===== src/rtl/ex_mul_sequencer.sv =====
// Multi-cycle EX-stage multiply: latches operands on a MUL in EX, stalls the
// pipeline while a radix-2^STEP_BITS shift-add runs, then pulses the product.
module ex_mul_sequencer #(
  parameter int DATA_W    = 32,
  parameter int STEP_BITS = 4
) (
  input  logic              clk_i,
  input  logic              rst_i,
  input  logic              valid_i,
  input  logic              flush_i,
  input  logic [2:0]        alu_ctrl_i,
  input  logic [DATA_W-1:0] rs1_i,
  input  logic [DATA_W-1:0] rs2_i,
  output logic              stall_o,
  output logic              busy_o,
  output logic              result_valid_o,
  output logic [DATA_W-1:0] result_o,
  output logic [1:0]        state_o
);

  localparam int N_ITER = DATA_W / STEP_BITS;
  localparam int CNT_W  = $clog2(N_ITER + 1);
  localparam logic [CNT_W-1:0] LAST_ITER = CNT_W'(N_ITER - 1);
  localparam logic [2:0] OP_MUL = 3'b010;

  typedef enum logic [1:0] {
    IDLE = 2'd0,
    BUSY = 2'd1,
    DONE = 2'd2
  } state_t;

  state_t            state, state_next;
  logic [DATA_W-1:0] acc, mcand, mplier;
  logic [CNT_W-1:0]  iter_cnt;

  logic              start;
  logic [DATA_W-1:0] digit, acc_next, mplier_next;
  logic              last_iter;

  // Handshake: a MUL is accepted only in IDLE when valid_i is high and it is
  // not being flushed; stall_o is the backpressure that holds it in EX until
  // the single-cycle result_valid_o pulse, during which stall_o is low.
  assign start       = valid_i && (alu_ctrl_i == OP_MUL) && !flush_i;
  assign digit       = {{(DATA_W-STEP_BITS){1'b0}}, mplier[STEP_BITS-1:0]};
  assign acc_next    = acc + mcand * digit;
  assign mplier_next = mplier >> STEP_BITS;
  assign last_iter   = (mplier_next == '0) || (iter_cnt == LAST_ITER);

  always_comb begin
    state_next     = state;
    stall_o        = 1'b0;
    busy_o         = 1'b0;
    result_valid_o = 1'b0;
    case (state)
      IDLE: begin
        stall_o = start;
        if (start) state_next = BUSY;
      end
      BUSY: begin
        stall_o = 1'b1;
        busy_o  = 1'b1;
        if (flush_i)        state_next = IDLE;
        else if (last_iter) state_next = DONE;
      end
      DONE: begin
        // The finished MUL is still visible on the inputs; it must not restart.
        result_valid_o = 1'b1;
        state_next     = IDLE;
      end
      default: state_next = IDLE;
    endcase
  end

  always_ff @(posedge clk_i) begin
    if (!rst_i) begin
      state    <= IDLE;
      acc      <= '0;
      mcand    <= '0;
      mplier   <= '0;
      iter_cnt <= '0;
      result_o <= '0;
    end else begin
      state <= state_next;
      case (state)
        IDLE: begin
          if (start) begin
            mcand    <= rs1_i;
            mplier   <= rs2_i;
            acc      <= '0;
            iter_cnt <= '0;
          end
        end
        BUSY: begin
          if (!flush_i) begin
            acc      <= acc_next;
            mcand    <= mcand << STEP_BITS;
            mplier   <= mplier_next;
            iter_cnt <= iter_cnt + 1'b1;
            if (last_iter) result_o <= acc_next;
          end
        end
        default: ;
      endcase
    end
  end

  assign state_o = state;

endmodule


===== config.mk =====
export PLATFORM = sky130hd
export DESIGN_NAME = ex_mul_sequencer
export DESIGN_NICKNAME = d
export VERILOG_FILES = /design/src/rtl/ex_mul_sequencer.sv
export SDC_FILE = /design/constraint.sdc
export NUM_CORES = 1
export LEC_CHECK = 0
export BUFFER_PORTS_ARGS = -buffer_cell sky130_fd_sc_hd__buf_2
export CAP_MARGIN = 40
export CORE_UTILIZATION = 60
export DETAILED_ROUTE_END_ITERATION = 10
export PLACE_DENSITY = 0.8
export SLEW_MARGIN = 25
export SYNTH_ARGS = -nofsm -noshare
export SYNTH_HDL_FRONTEND = slang
export SYNTH_SLANG_ARGS = --single-unit
export TNS_END_PERCENT = 20

===== constraint.sdc =====
create_clock -name clk_i -period 6.39 [get_ports clk_i]
set_clock_uncertainty 0.1 [all_clocks]
set_input_delay 0.639 -clock clk_i [delete_from_list [all_inputs] [get_ports clk_i]]
set_output_delay 0.639 -clock clk_i [all_outputs]
set_load 0.01 [all_outputs]

-- Word-level counts from Yosys, hierarchy flattened
Index checks and enable logic that the tools add are counted.
- logic and storage cells: 46
- bits of input ports: 71
- flip-flop bits (word level): 134
- output and inout port bits: 37
- reduce and logical (&&, ||, !) cells: 10
- add/subtract/negate cells: 2
- multiplexer cells: 19
- bitwise operators: 1
- equal/unequal tests: 7
- multiply operators: 1
- operators by type and width (operator ; number):
    32-bit 2-to-1 mux ; 6
    32-bit one-hot mux with 2 select lines ; 3
    32-bit adder ; 1
    32-bit logical NOT ; 1
    32-bit by 4-bit multiplier with 32-bit output ; 1
    4-bit 2-to-1 mux ; 2
    4-bit one-hot mux with 2 select lines ; 1
    2-bit 2-to-1 mux ; 3
    3-bit AND reduction ; 2
    4-bit by 1-bit adder with 4-bit output, second input constant ; 1
    4-bit by 3-bit == test with 1-bit output, second input constant ; 1
    2-bit inequality test, second input constant ; 2
    2-bit one-hot mux with 2 select lines ; 1
    3-bit by 2-bit == test with 1-bit output, second input constant ; 1
    3-bit inequality test, second input constant ; 1
    2-bit by 1-bit == test with 1-bit output, second input constant ; 1
    2-bit == test, second input constant ; 1
    1-bit logical AND ; 2
    2-bit logical NOT ; 1
    1-bit 2-to-1 mux ; 2
    1-bit one-hot mux with 2 select lines ; 1
    2-bit AND reduction ; 1
    2-bit nonzero test ; 1
    1-bit logical NOT ; 1
    other kinds (2) ; 2

-- Logic depth before layout (Yosys ltp)
Gate-level depths: netlist of the first run.
- depth after elaboration: 5
- gate-level depth with buffers: 18
- depth with buffers taken out: 16

-- Least setup slack after synthesis of the first run
OpenSTA, ideal clock, no wires.
- kind: flip-flop to flip-flop
- start: register mplier[3]
- end: register acc[28]
- path buffers: 3
- stages on the path, launching flop included: 19
- arrival time: 4.357 ns
- path slack: 1.810 ns
- clock period less this slack: 4.580 ns
- required time: 6.167 ns
- library setup time: 0.123 ns
- path through: dfxtp_1 -> clkbuf_1 -> clkbuf_1 -> and2_1 -> fa_1 -> fa_1 -> inv_1 -> fa_1 -> inv_1 -> ha_1 -> buf_6 -> a21o_1 -> a21o_1 -> a21o_1 -> a311oi_2 -> nor3b_1 -> a311o_1 -> a2111oi_4 -> o21ai_2
- word-level cells in the longest chain between the ends: 4
- ends and longest elaborated chain (element ; line ; RTL):
    from (decl) ; 33 ; logic [DATA_W-1:0] acc, mcand, mplier;
    from (signal assigned) ; 88 ; mplier <= rs2_i;
    from (signal assigned) ; 97 ; mplier <= mplier_next;
    32-bit by 4-bit multiplier with 32-bit output ; 45 ; assign acc_next = acc + mcand * digit;
    32-bit adder ; 45 ;
    32-bit 2-to-1 mux ; 94 ; if (!flush_i) begin
    32-bit one-hot mux with 2 select lines ; 84 ; case (state)
    to (signal assigned) ; 95 ; acc <= acc_next;
    to (decl) ; 33 ;
No other way between the ends. The select of a mux whose other input is x is not followed.
A chain may end at the register's enable or synchronous reset.

-- Final worst setup path of the first run
- start: register mplier[1]
- end: register result_o[16]
- word-level cells in the longest chain between the ends: 2
- ends and longest elaborated chain (element ; line ; RTL):
    32-bit by 4-bit multiplier with 32-bit output ; 45 ;
    32-bit adder ; 45 ;
    to (signal assigned) ; 99 ; if (last_iter) result_o <= acc_next;
    to (decl) ; 17 ; output logic [DATA_W-1:0] result_o,
No other way between the ends.

==> results of run 1 <==
per-stage QoR:
| stage | hold slack, ns | worst slack [ns] | total power, mW | util | area (um2) |
|---|---|---|---|---|---|
| 2_1_floorplan | 0.325 | 1.81 | 0.938 | - | 9930 |
| 3_3_place_gp | 0.336 | 1.32 | 0.983 | 0.660 | 10600 |
| 3_5_place_dp | 0.344 | 1.25 | 0.986 | 0.662 | 10600 |
| 4_1_cts | 0.332 | 1.20 | 1.99 | 0.700 | 11200 |
| 5_1_grt | 0.349 | 1.23 | 2.04 | 0.702 | 11200 |
| 6_report | 0.346 | 1.51 | 1.98 | 0.702 | 11200 |
registers in the layout (all words and copies together) (netlist names):
signal,count
result_o,32
state_o,2
mcand,32
iter_cnt,4
acc,32
mplier,32
synth_stat cells, types with 2 or more instances:
master | n | share of area
nor2b_1 | 3 | 0.0019
a2111o_1 | 2 | 0.0023
fa_1 | 86 | 0.17
o21a_1 | 4 | 0.0030
nand2b_1 | 6 | 0.0038
nor4_1 | 9 | 0.0057
nand4_1 | 8 | 0.0050
clkbuf_1 | 54 | 0.020
nor2_1 | 105 | 0.040
buf_2 | 8 | 0.0040
buf_1 | 4 | 0.0015
ha_1 | 36 | 0.045
and3_1 | 5 | 0.0031
xor2_1 | 14 | 0.012
nand3b_1 | 4 | 0.0030
a32o_1 | 2 | 0.0020
xnor2_1 | 19 | 0.017
a22oi_1 | 4 | 0.0030
a21oi_1 | 57 | 0.029
inv_1 | 140 | 0.053
a211oi_1 | 5 | 0.0038
o211ai_1 | 4 | 0.0030
dfxtp_1 | 134 | 0.27
inv_2 | 2 | 0.00076
o21ai_2 | 3 | 0.0026
nor3b_1 | 2 | 0.0015
and2_1 | 113 | 0.071
a31oi_1 | 9 | 0.0057
o21bai_1 | 3 | 0.0023
nor4b_1 | 4 | 0.0035
nand2_1 | 210 | 0.079
a21o_1 | 11 | 0.0083
o21ai_0 | 17 | 0.0086
a311oi_1 | 56 | 0.049
nor3_1 | 8 | 0.0040
or4_1 | 2 | 0.0015
o21ai_1 | 10 | 0.0050
or2_2 | 3 | 0.0019
nand3_1 | 32 | 0.016
or3_1 | 2 | 0.0013
kinds of logic after synthesis:
| family | count (synthesis) | synth area share |
|---|---|---|
| and+or+nand+nor | 526 | 0.254 |
| buffers and inverters | 209 | 0.0807 |
| AOI/OAI and AO/OA | 204 | 0.147 |
| DFF | 134 | 0.270 |
| adders and majority gates | 122 | 0.219 |
| xor gates and xnor gates | 33 | 0.0291 |
| muxes | 1 | 0.00101 |
placed cells by master, fill, tap and decap left out, types with 9 or more instances in the layout:
| cell type | count |
|---|---|
| nand2_1 | 209 |
| inv_1 | 140 |
| dfxtp_1 | 134 |
| and2_1 | 113 |
| buf_2 | 107 |
| nor2_1 | 105 |
| fa_1 | 86 |
| a21oi_1 | 57 |
| a311oi_1 | 56 |
| ha_1 | 36 |
| nand3_1 | 32 |
| xnor2_1 | 19 |
| o21ai_0 | 17 |
| clkbuf_16 | 17 |
| xor2_1 | 14 |
| a21o_1 | 11 |
| buf_4 | 11 |
| o21ai_1 | 10 |
| a31oi_1 | 9 |
| nor4_1 | 9 |
routing by layer:
| layer | vias up | global-route usage |
|---|---|---|
| met4 | 0 | 0.0906 |
| li1 | 4184 | - |
| met2 | 267 | 0.477 |
| met3 | 36 | 0.0631 |
| met1 | 4028 | 0.410 |
| met5 | - | 0 |
final cells by class:
class	count	area, um2	area share
multi-input cells	886	6460	0.575
flip-flops and latches	134	2680	0.239
repair buffers	123	691	0.0614
inverters	142	534	0.0475
clock buffers	17	425	0.0378
well taps	216	270	0.0240
clock inverters	15	179	0.0159
final timing paths:
kind	start	to	depth (start not counted)
worst max-delay path	mplier[1]$_SDFFE_PN0P_	result_o[16]$_SDFFE_PN0P_	16
worst min-delay path	rs1_i[2]	mcand[2]$_SDFFE_PN0P_	3
worst max register to register	mplier[1]$_SDFFE_PN0P_	result_o[16]$_SDFFE_PN0P_	16
worst min register to register	result_o[12]$_SDFFE_PN0P_	result_o[12]$_SDFFE_PN0P_	2
power by group:
part / switching [mW] / total, mW / internal, mW / leakage [nW]
registers: 0.0143 / 0.861 / 0.846 / 1.08
clock network: 0.447 / 1.01 / 0.562 / 0.295
logic: 0.0665 / 0.109 / 0.0429 / 3.68
total: 0.527 / 1.98 / 1.45 / 5.06
worst reg2reg max path, delay by kind of cell, from the launching register on:
family / cells / cell delay (ns)
AOI/OAI and AO/OA: 5 / 1.27
xor gates and xnor gates: 1 / 0.23
adders and majority gates: 4 / 1.71
buffers and inverters: 3 / 0.32
DFF: 1 / 0.53
and+or+nand+nor: 3 / 0.61
==> results.yml, run 1 <==
floorplan:
  die-height_um: 131
  std_cell_rows: 46
  dieWidth_um: 131
  top_level_ports: 108
  start_util: 0.621
  core_um2: 16000
  die_area_um2: 17100
min_path:
  hold_class: "input port to register"
drt:
  wire_per_inst_um: 15.5
  drt_iter0_markers: 609
  routed-wl-met3_mm: 1.32
  met1Wirelength_mm: 11.1
  vias: 8515
  highest_layer: "met4"
  firstDrtPassIters: 5
  wl_met2_mm: 11.0
  wl_mm: 23.8
  drt-vias-per-instance: 5.55
  ant_nets: 0
  drc_errors: 0
clocking:
  cts_buffers: 17
  root_buffer: "clkbuf_16"
  clkLatencyLatePin_ns: 0.43
  postCtsHoldBufs: 0
  h-tree-depth: 4
  cts.repair.resized: 0
  post-cts-setup-buffer-count: 0
  cts_tree: "done"
  cts.clk_slew.worst_paths_ns: 0.07
  clock-sinks: 134
  clockBufferDepth: 2
placed_design:
  placedCellCount: 1498
  dp_hpwl_mm: 17.1
  gp_congestion: 0.930
  portBuffers: 107
final_layout:
  fillers: 1335
  drive_gt1_frac: 0.136
  areaGrowthSynthToFinish_pct: 13.2
  num_antenna_cells: 0
  fin_cells: 1533
  nets: 1497
setup_path:
  crit_type: "register to register"
  crit_top_cell: "fa_1"
  worstPathArrival_ns: 5.10
  crit_required_ns: 6.61
  critPathBufInv: 3
  regToRegSetupSlack_ns: 1.51
  cp_top_family: "adder cells"
  cpPeakStageDelay_ns: 0.53
  crit_chain: "buf_8, and2_1, fa_1, fa_1, inv_1, fa_1, inv_1, ha_1, a21o_1, a2111o_1, nor3_2, o31ai_2, a221oi_2, xor2_1, nor2_1, o21a_1"
  slowest_stage: "dfxtp_1"
  critPathLaunchType: "register"
  path_max_fanout: 23
  endpoint_kind: "register"
global_route:
  grt_pass1_vias: 8103
  globalRouteOverflowTotal: 0
  grt_usage: 0.299
  grt_antenna_before_repair: 0
  grt_max_degree: 74
  grt_pass1_wl_mm: 39.5
sta:
  hold_violations: 0
  finalSetupTns_ns: 0
  tightest_slew_ns: 0.742
  max-slew-margin-rel: 0.504
  min_period_over_period: 0.764
  finalMaxSlewViolations: 0
  setup_viol: 0
  layout_min_cycle_time_ns: 4.88
  rsz0062_at_grt: "no"
  fmax_mhz: 205
yosys:
  ys.flop_type: "dfxtp_1"
  async_flop_share: 0
  syn_area_um2: 9930
  yosysSeqAreaShare: 0.270
  yosys_register_bits: 134
  syn_inst: 1229
  ys_warn_count: 0
  synth_edf_count: 0
  synth_nets: 1422
  yosysUniqueCellTypes: 69
  syn_avg_cell_area_um2: 8.08
power_and_ir_drop:
  power.density_nw_per_um2: 176
  ir_drop_mv: 0.177
  power_leakage_nw: 5.06
run_status:
  status: "finished clean"
run:
  cap_violations: 0
Note: power is estimated with default switching activity, not from simulation.
==> run 2: changes to the inputs <==
clock period = 4.5 ns   (was 6.39 ns; I/O delays follow)
==> run 2 against run 1 <==
Effect of this change: the flow now finishes with violations (setup timing); critical path type unchanged; clock power rose by 50%; highest routed layer unchanged; cell count rose by 6.0%; combinational power rose by 54%; first-iteration DRC count rose by 38%; sequential share of layout area fell by 1.9 points; die area did not move; largest cell class unchanged.
==> results.yml, run 2 (synthesis gave the netlist of run 1 again) <==
run_status:
  status: "finished with violations"
  violations: "setup timing"
power_and_ir_drop:
  power.density_nw_per_um2: 236
  ir_drop_mv: 0.279
  power_leakage_nw: 5.55
  finalPower_mw: 2.90
setup_path:
  cpPeakStageDelay_ns: 0.53
  r2r-start: "mplier[1]$_SDFFE_PN0P_"
  critPathCapture: "acc[22]$_SDFFE_PN0P_"
  critPathLaunchType: "register"
  regToRegSetupSlack_ns: -0.10
  endpoint_kind: "register"
  cp_top_family: "adder cells"
  reg2reg_depth: 17
  startpoint: "mplier[1]$_SDFFE_PN0P_"
  crit_required_ns: 4.73
  worstPathArrival_ns: 4.84
  crit_chain: "buf_6, and2_4, fa_1, fa_1, inv_1, fa_1, inv_2, ha_4, buf_4, a2111o_1, nor3_4, nor3_4, buf_4, o21bai_1, nand3b_1, nor3b_2, a21o_1"
  r2r-end: "acc[22]$_SDFFE_PN0P_"
  critPathBufInv: 5
  crit_top_cell: "fa_1"
  crit_type: "register to register"
  slowest_stage: "fa_1"
  path_max_fanout: 7
  path_depth: 17
floorplan:
  top_level_ports: 108
  die-height_um: 131
  start_util: 0.621
  core_um2: 16000
  dieWidth_um: 131
  die_area_um2: 17100
  std_cell_rows: 46
final_layout:
  nets: 1589
  areaGrowthSynthToFinish_pct: 23.7
  fillers: 1092
  fin_cells: 1625
  mostFrequentLayoutCells: "nand2_1 (207), inv_1 (137), dfxtp_1 (129)"
  final_common_cell: "nand2_1"
  num_antenna_cells: 0
  drive_gt1_frac: 0.229
sta:
  finalMaxSlewViolations: 0
  layout_setup_ws_ns: -0.102
  hold_violations: 0
  layout_min_cycle_time_ns: 4.60
  setup_viol: 12
  rsz0062_at_grt: "yes"
  finalSetupTns_ns: -0.639
  tightest_slew_ns: 0.732
  max-slew-margin-rel: 0.512
  min_period_over_period: 1.02
  fmax_mhz: 217
clocking:
  root_buffer: "clkbuf_16"
  clkLatencyLatePin_ns: 0.44
  clockBufferDepth: 2
  cts_buffers: 17
  clock-sinks: 134
  h-tree-depth: 4
  cts.clk_slew.worst_paths_ns: 0.06
  cts_tree: "done"
drt:
  drc_errors: 0
  wl_mm: 28.3
  drt_iter0_markers: 838
  ant_nets: 0
  vias: 9391
  firstDrtPassIters: 6
  drt-vias-per-instance: 5.78
  wire_per_inst_um: 17.4
min_path:
  whs_path_depth: 3
  hold_class: "input port to register"
placed_design:
  pre_cts_slack_ns: -0.288
  gp_congestion: 0.887
  placedCellCount: 1581
  dp_hpwl_mm: 18.9
  portBuffers: 107
global_route:
  grt_pass1_vias: 8577
  globalRouteOverflowTotal: 0
  grt_antenna_before_repair: 0
  grt_max_degree: 68
  grt_usage: 0.319
  grt_pass1_wl_mm: 42.1
run:
  cap_violations: 0
## run 2: changes by cell type in the layout (fill, tap and decap cells not counted), moves of 5 or more
cell	delta
a21oi_1	-7
buf_4	+93
ha_1	-13
fa_1	-5
a21oi_2	+6
ha_4	+10
fa_2	+5
dfxtp_1	-5
## run 2: routing by layer
layer	vias to the layer above	routed length [um]	GRT usage
met1	4458	12000	0.442
met3	91	2050	0.0513
met5	-	0	0
li1	4382	-	-
met4	0	925	0.122
met2	460	13300	0.502
## run 2: worst reg2reg max path, delay by kind of cell, from the launching register on
family	cells	cell delay, ns
adder cells (fa/ha/maj)	4	1.80
AND/OR/NAND/NOR	5	0.92
flip-flops	1	0.38
AO/OA/AOI/OAI	3	0.75
buffers and inverters	5	0.57
## run 2: worst min-delay path by stage
stage                              from                  endpoint  slack, ns
6_report                      rs2_i[29]   mplier[29]$_SDFFE_PN0P_       0.16
5_1_grt                       rs2_i[29]   mplier[29]$_SDFFE_PN0P_       0.17
4_1_cts                        rs1_i[2]     mcand[2]$_SDFFE_PN0P_       0.15
3_5_place_dp   result_o[5]$_SDFFE_PN0P_  result_o[5]$_SDFFE_PN0P_       0.34
3_3_place_gp       acc[29]$_SDFFE_PN0P_      acc[29]$_SDFFE_PN0P_       0.34
2_1_floorplan      acc[15]$_SDFFE_PN0P_      acc[15]$_SDFFE_PN0P_       0.33
## run 2: through the flow
| step | utilization | instance area (um2) | hold slack (ns) |
|---|---|---|---|
| 2_1_floorplan | - | 9930 | 0.325 |
| 3_3_place_gp | 0.699 | 11200 | 0.338 |
| 3_5_place_dp | 0.701 | 11200 | 0.343 |
| 4_1_cts | 0.742 | 11900 | 0.152 |
| 5_1_grt | 0.768 | 12300 | 0.171 |
| 6_report | 0.768 | 12300 | 0.156 |
## run 2: power by group
group	switching (mW)	internal, mW
logic	0.0995	0.0681
clock network	0.584	0.925
registers	0.0222	1.20
total	0.705	2.19
## run 2: timing repair
action	4_1_cts	5_1_grt
setup buffers	1	10
resized for setup	7	68
endpoints found under the hold margin	0	0
pin swaps	2	18
hold buffers	0	0
setup endpoints to repair	37	35
## run 2: area by class of cell
type                            count  area [um2]  area share
Clock buffer                       20         467      0.0380
Tap cell                          216         270      0.0220
Timing Repair Buffer              215        1370       0.111
Inverter                          142         534      0.0435
Multi-Input combinational cell    886        6780       0.552
Sequential cell                   134        2700       0.220
Clock inverter                     12         166      0.0135
